$ cat src/rtl/debounce_edge_detect_pkg.sv
// debounce_pkg: shared state encoding and default constants for the debouncer
package debounce_pkg;
  typedef enum logic {STABLE, CHANGING} state_t;
  localparam int DEF_SYNC_STAGES = 2;
  localparam logic DEF_RESET_LEVEL = 1'b0;
endpackage

$ cat src/rtl/debounce_edge_detect_sync_chain.sv
// sync_chain: shift-register synchronizer with a synchronous clear to a fixed value
module sync_chain
  import debounce_pkg::*;
#(
  parameter int DEPTH = DEF_SYNC_STAGES,
  parameter logic RESET_VAL = DEF_RESET_LEVEL
) (
  input  logic clock,
  input  logic clear,
  input  logic din,
  output logic q
);
  logic [DEPTH-1:0] r;
  always_ff @(posedge clock)
    r <= clear ? {DEPTH{RESET_VAL}} : {r[DEPTH-2:0], din};
  assign q = r[DEPTH-1];
endmodule

$ cat src/rtl/debounce_edge_detect.sv
// debounce_edge_detect: synchronizes and debounces a raw input into a clean level plus rise/fall pulses
module debounce_edge_detect
  import debounce_pkg::*;
#(
  parameter int SYNC_STAGES = DEF_SYNC_STAGES,
  parameter int CNT_WIDTH = 16,
  parameter int STABLE_COUNT = 50000,
  parameter logic RESET_LEVEL = DEF_RESET_LEVEL
) (
  input  logic clock,
  input  logic clear,
  input  logic tick_en,
  input  logic din,
  output logic level,
  output logic rise,
  output logic fall,
  output logic busy
);
  if (SYNC_STAGES < 2 || CNT_WIDTH < 1 || CNT_WIDTH > 30 || STABLE_COUNT < 1 ||
      STABLE_COUNT > (1 << CNT_WIDTH)) begin : g_param_check
    $error("debounce_edge_detect: parameter out of range");
  end
  localparam logic [CNT_WIDTH-1:0] LAST = CNT_WIDTH'(STABLE_COUNT - 1);
  state_t state;
  logic [CNT_WIDTH-1:0] count;
  logic s;
  // one retiming flop beyond SYNC_STAGES so level lands SYNC_STAGES+STABLE_COUNT+1 edges after din is first sampled
  sync_chain #(.DEPTH(SYNC_STAGES + 1), .RESET_VAL(RESET_LEVEL)) u_sync (
    .clock(clock),
    .clear(clear),
    .din(din),
    .q(s)
  );
  always_ff @(posedge clock) begin
    if (clear) begin
      state <= STABLE;
      count <= '0;
      level <= RESET_LEVEL;
      rise <= 1'b0;
      fall <= 1'b0;
    end else begin
      rise <= 1'b0;
      fall <= 1'b0;
      if (state == STABLE) begin
        count <= '0;
        if (s != level) state <= CHANGING;
      end else if (s == level) begin
        state <= STABLE;
        count <= '0;
      end else if (tick_en && count == LAST) begin
        level <= s;
        rise <= s;
        fall <= !s;
        state <= STABLE;
        count <= '0;
      end else if (tick_en) begin
        count <= count + 1'b1;
      end
    end
  end
  assign busy = (state == CHANGING);
endmodule
$ cat config.mk
export PLATFORM = sky130hd
export DESIGN_NAME = debounce_edge_detect
export DESIGN_NICKNAME = d
export VERILOG_FILES = /design/src/rtl/debounce_edge_detect_pkg.sv /design/src/rtl/debounce_edge_detect_sync_chain.sv /design/src/rtl/debounce_edge_detect.sv
export SDC_FILE = /design/constraint.sdc
export NUM_CORES = 1
export LEC_CHECK = 0
export ABC_AREA = 1
export CAP_MARGIN = 20
export CELL_PAD_IN_SITES_DETAIL_PLACEMENT = 1
export CELL_PAD_IN_SITES_GLOBAL_PLACEMENT = 1
export CORE_AREA = 4 4 62 64
export CTS_CLUSTER_DIAMETER = 100
export DETAILED_ROUTE_END_ITERATION = 10
export DIE_AREA = 0 0 66 68
export PLACE_DENSITY = 0.79
export SYNTH_ARGS = -nofsm -noshare
export SYNTH_HDL_FRONTEND = slang
export SYNTH_SLANG_ARGS = --single-unit
$ cat constraint.sdc
create_clock -name clock -period 1.2 [get_ports clock]
set_clock_uncertainty 0.05 [all_clocks]
set_input_delay 0.12 -clock clock [delete_from_list [all_inputs] [get_ports clock]]
set_output_delay 0.12 -clock clock [all_outputs]
set_load 0.01 [all_outputs]
==> out/metrics.cfg <==
[cells_and_area]
register_area_um2 = 500
stdcell_count = 262
fillCellCount = 381
multi_input_area_um2 = 946
design_area_um2 = 2040
n_antenna_cell = 0
nets = 222
area_delta_synth_final_pct = 73.7
drive_gt1_frac = 0.606

[power]
p_int_w = 0.000909
peakVddDrop_v = 0.000545
seq_power_share = 0.619
share_comb_of_total_power = 0.044
net-switching-power_w = 0.000311
static-leakage-power_nw = 0.823
p_sw_frac = 0.255
clockPowerShare = 0.338
power_density_nw_per_um2 = 598

[worst_setup_path]
crit_buf_inv = 1
cp_top_family = simple AND/OR/NAND/NOR gates
max_stage_delay_ps = 390
critPathSlowestCell = dfxtp_2
cp_max_fo = 3
reg2reg_from = count[1]$_SDFFE_PP0P_
endpoint_kind = flip-flop
cp-start-kind = flip-flop
cp.arrival_ps = 1640
crit_start = count[1]$_SDFFE_PP0P_
crit_chain = ha_4 > nand2_4 > nor2_4 > nand2_4 > nor2_4 > buf_6 > xnor2_4 > nor2_4
path_depth = 8
required_ps = 1400
path_class = reg2reg
crit_path_frequent_cell = nor2_4
r2r.worst_path.cells = 8

[drt]
wirelength_um = 4980
drt-pass1-iter-count = 4
avgViaCountPerCell = 5.09
wl_per_cell_um = 19.0
drt-initial-drc-count = 55
vias = 1334
drc = 0
postRouteAntennaNets = 0

[clocking]
ctsLongestPathBuffers = 2
path_clk_slew_ps = 150
cts_sinks = 23
numCtsBuffers = 3
cts_tree = yes
cts-root-buf = clkbuf_4
clk_latency_ps = 340
htree_levels = 1
cts_hold_buf = 0

[yosys]
synth_area_um2 = 1170
yosysWarnings = 0
synth_fp_nets = 169
yosys.area.top_type = dfxtp_1
synthTopCellsByArea = dfxtp_1 (39%), nor2_1 (11%), nand2_1 (10%), inv_1 (6.7%), nand3_1 (3.8%)
netlist_instances = 164
avgSynthCellArea_um2 = 7.15
yosys_register_bits = 23
ys_types = 22
synth_top_area_share = 0.393
yosysSeqAreaShare = 0.393

[die]
die_area_um2 = 4490
core-area_um2 = 3280
rows = 21
die_h_um = 68
ios = 8
start_util = 0.357
die_w_um = 66

[status]
status = finished, violations left
violations = negative setup slack

[grt]
grt_pass1_vias = 1409
grt_pass1_wl_um = 7010
grt_overflow = 0
grt_max_degree = 13
grt.total_usage = 0.212
antenna_found_initial = 0

[sta]
finalWorstSetupSlack_ps = -234
worst_pin_slew_ps = 378
slew_viol_final = 0
relSlewSlack = 0.748
period_share = 1.20
max_freq_mhz = 697
final-setup-viol-count = 18
rsz0062_at_grt = yes
hold_violations = 0
min_period_ps = 1430

[hold_path]
worstHoldPathType = in2reg
hold_depth = 3
min_from = din

[run]
maxCapViolations = 0

[placement]
routabilityCongestion = 0.833
placed_area_um2 = 1500
io_buffers = 7
dp_hpwl_um = 2570
dp_cells = 242

==> cells in the mapped netlist <==
| master | n |
|---|---|
| nor2_1 | 34 |
| nand2_1 | 32 |
| dfxtp_1 | 23 |
| inv_1 | 21 |
| nand3_1 | 9 |
| a21oi_1 | 7 |
| nand4_1 | 6 |
| nand2_2 | 4 |
| nand3_2 | 4 |
| nor2_4 | 4 |
| xnor2_1 | 4 |
| nor2_2 | 3 |
| xor2_1 | 3 |
| nor3_1 | 2 |
| buf_4 | 1 |
| buf_6 | 1 |
| ha_1 | 1 |
| nand3b_1 | 1 |
| nor3_2 | 1 |
| or2_0 | 1 |
| or2_1 | 1 |
| or2_2 | 1 |
==> registers in the layout, summed over array words and instances, names as in the netlist <==
name,count
count,16
busy,1
rise,1
fall,1
u_sync.r,3
level,1
==> routing by layer <==
metal	vias up	track usage	part of all wire
met1	657	0.223	0.36
met3	21	0.0394	0.029
met2	38	0.403	0.56
met5	-	0	0
met4	0	0.109	0.052
li1	618	-	-
==> worst min-delay path: stages <==
cell	delay [ps]
clkdlybuf4s50_1	400
inv_1	50
nor2_1	30
==> placed cells by master (no fill, tap or decap), types with 3 or more instances in the layout <==
cell type and instances:
a21oi_2 5, nand3_1 5, nor2_2 9, clkbuf_4 3
nand3_4 5, dfxtp_2 11, buf_4 31, dlygate4sd2_1 4
buf_6 12, nand2_2 9, dfxtp_1 5, nand2_4 6
nand3_2 4, nor2_4 16, inv_1 17, dfxtp_4 7
nor2_1 16, nand4_1 6, nand2_1 21
==> kinds of logic (layout without fill, tap and decap cells) <==
family,after synthesis,in the layout,share of synthesized area
flip-flops,23,23,0.393
adder cells (fa/ha/maj),1,1,0.0107
AND/OR/NAND/NOR,103,104,0.431
buffers and inverters,23,74,0.0832
XOR/XNOR,7,7,0.0523
AO/OA/AOI/OAI,7,7,0.0299
==> timing repair <==
action | 4_1_cts | 5_1_grt
buffers inserted | 8 | 7
endpoints found under the setup margin | 23 | 20
gates cloned | 1 | 0
endpoints found under the hold margin | 0 | 0
gates resized for setup | 73 | 45
pin swaps | 32 | 17
==> worst paths after layout <==
check | slack [ps] | end
setup / recovery | -230 | count[8]$_SDFFE_PP0P_
hold / removal | 250 | u_sync.r[0]$_SDFF_PP0_
setup reg to reg | -230 | count[8]$_SDFFE_PP0P_
hold reg to reg | 380 | u_sync.r[2]$_SDFF_PP0_
==> stage by stage <==
step                      setup WS [ps]  TNS (ps)  utilization  hold slack [ps]  total power, W
after global routing               -338     -3600        0.620              249         0.00126
after detailed placement           -456     -7840        0.457              358        0.000830
after global placement             -337     -5750        0.457              346        0.000827
after CTS                          -101     -1300        0.555              267         0.00119
final                              -234     -2150        0.620              246         0.00122
after floorplan                    9.82         0            -              141        0.000803
==> final cells by class <==
| cell class | instances | area share |
|---|---|---|
| flip-flops and latches | 23 | 0.246 |
| well taps | 46 | 0.0283 |
| clock buffers | 4 | 0.0129 |
| multi-input cells | 119 | 0.464 |
| repair buffers | 49 | 0.208 |
| inverters | 21 | 0.0412 |
==> power groups by stage <==
stage,sequential (W),clock [W],combinational (W)
after floorplan,0.000787,0,0.0000156
after global placement,0.000787,0,0.0000404
after detailed placement,0.000787,0,0.0000428
after global routing,0.000755,0.000452,0.0000565
final,0.000754,0.000412,0.0000532
after CTS,0.000759,0.000376,0.0000503
Power figures use the tool's default switching activity.
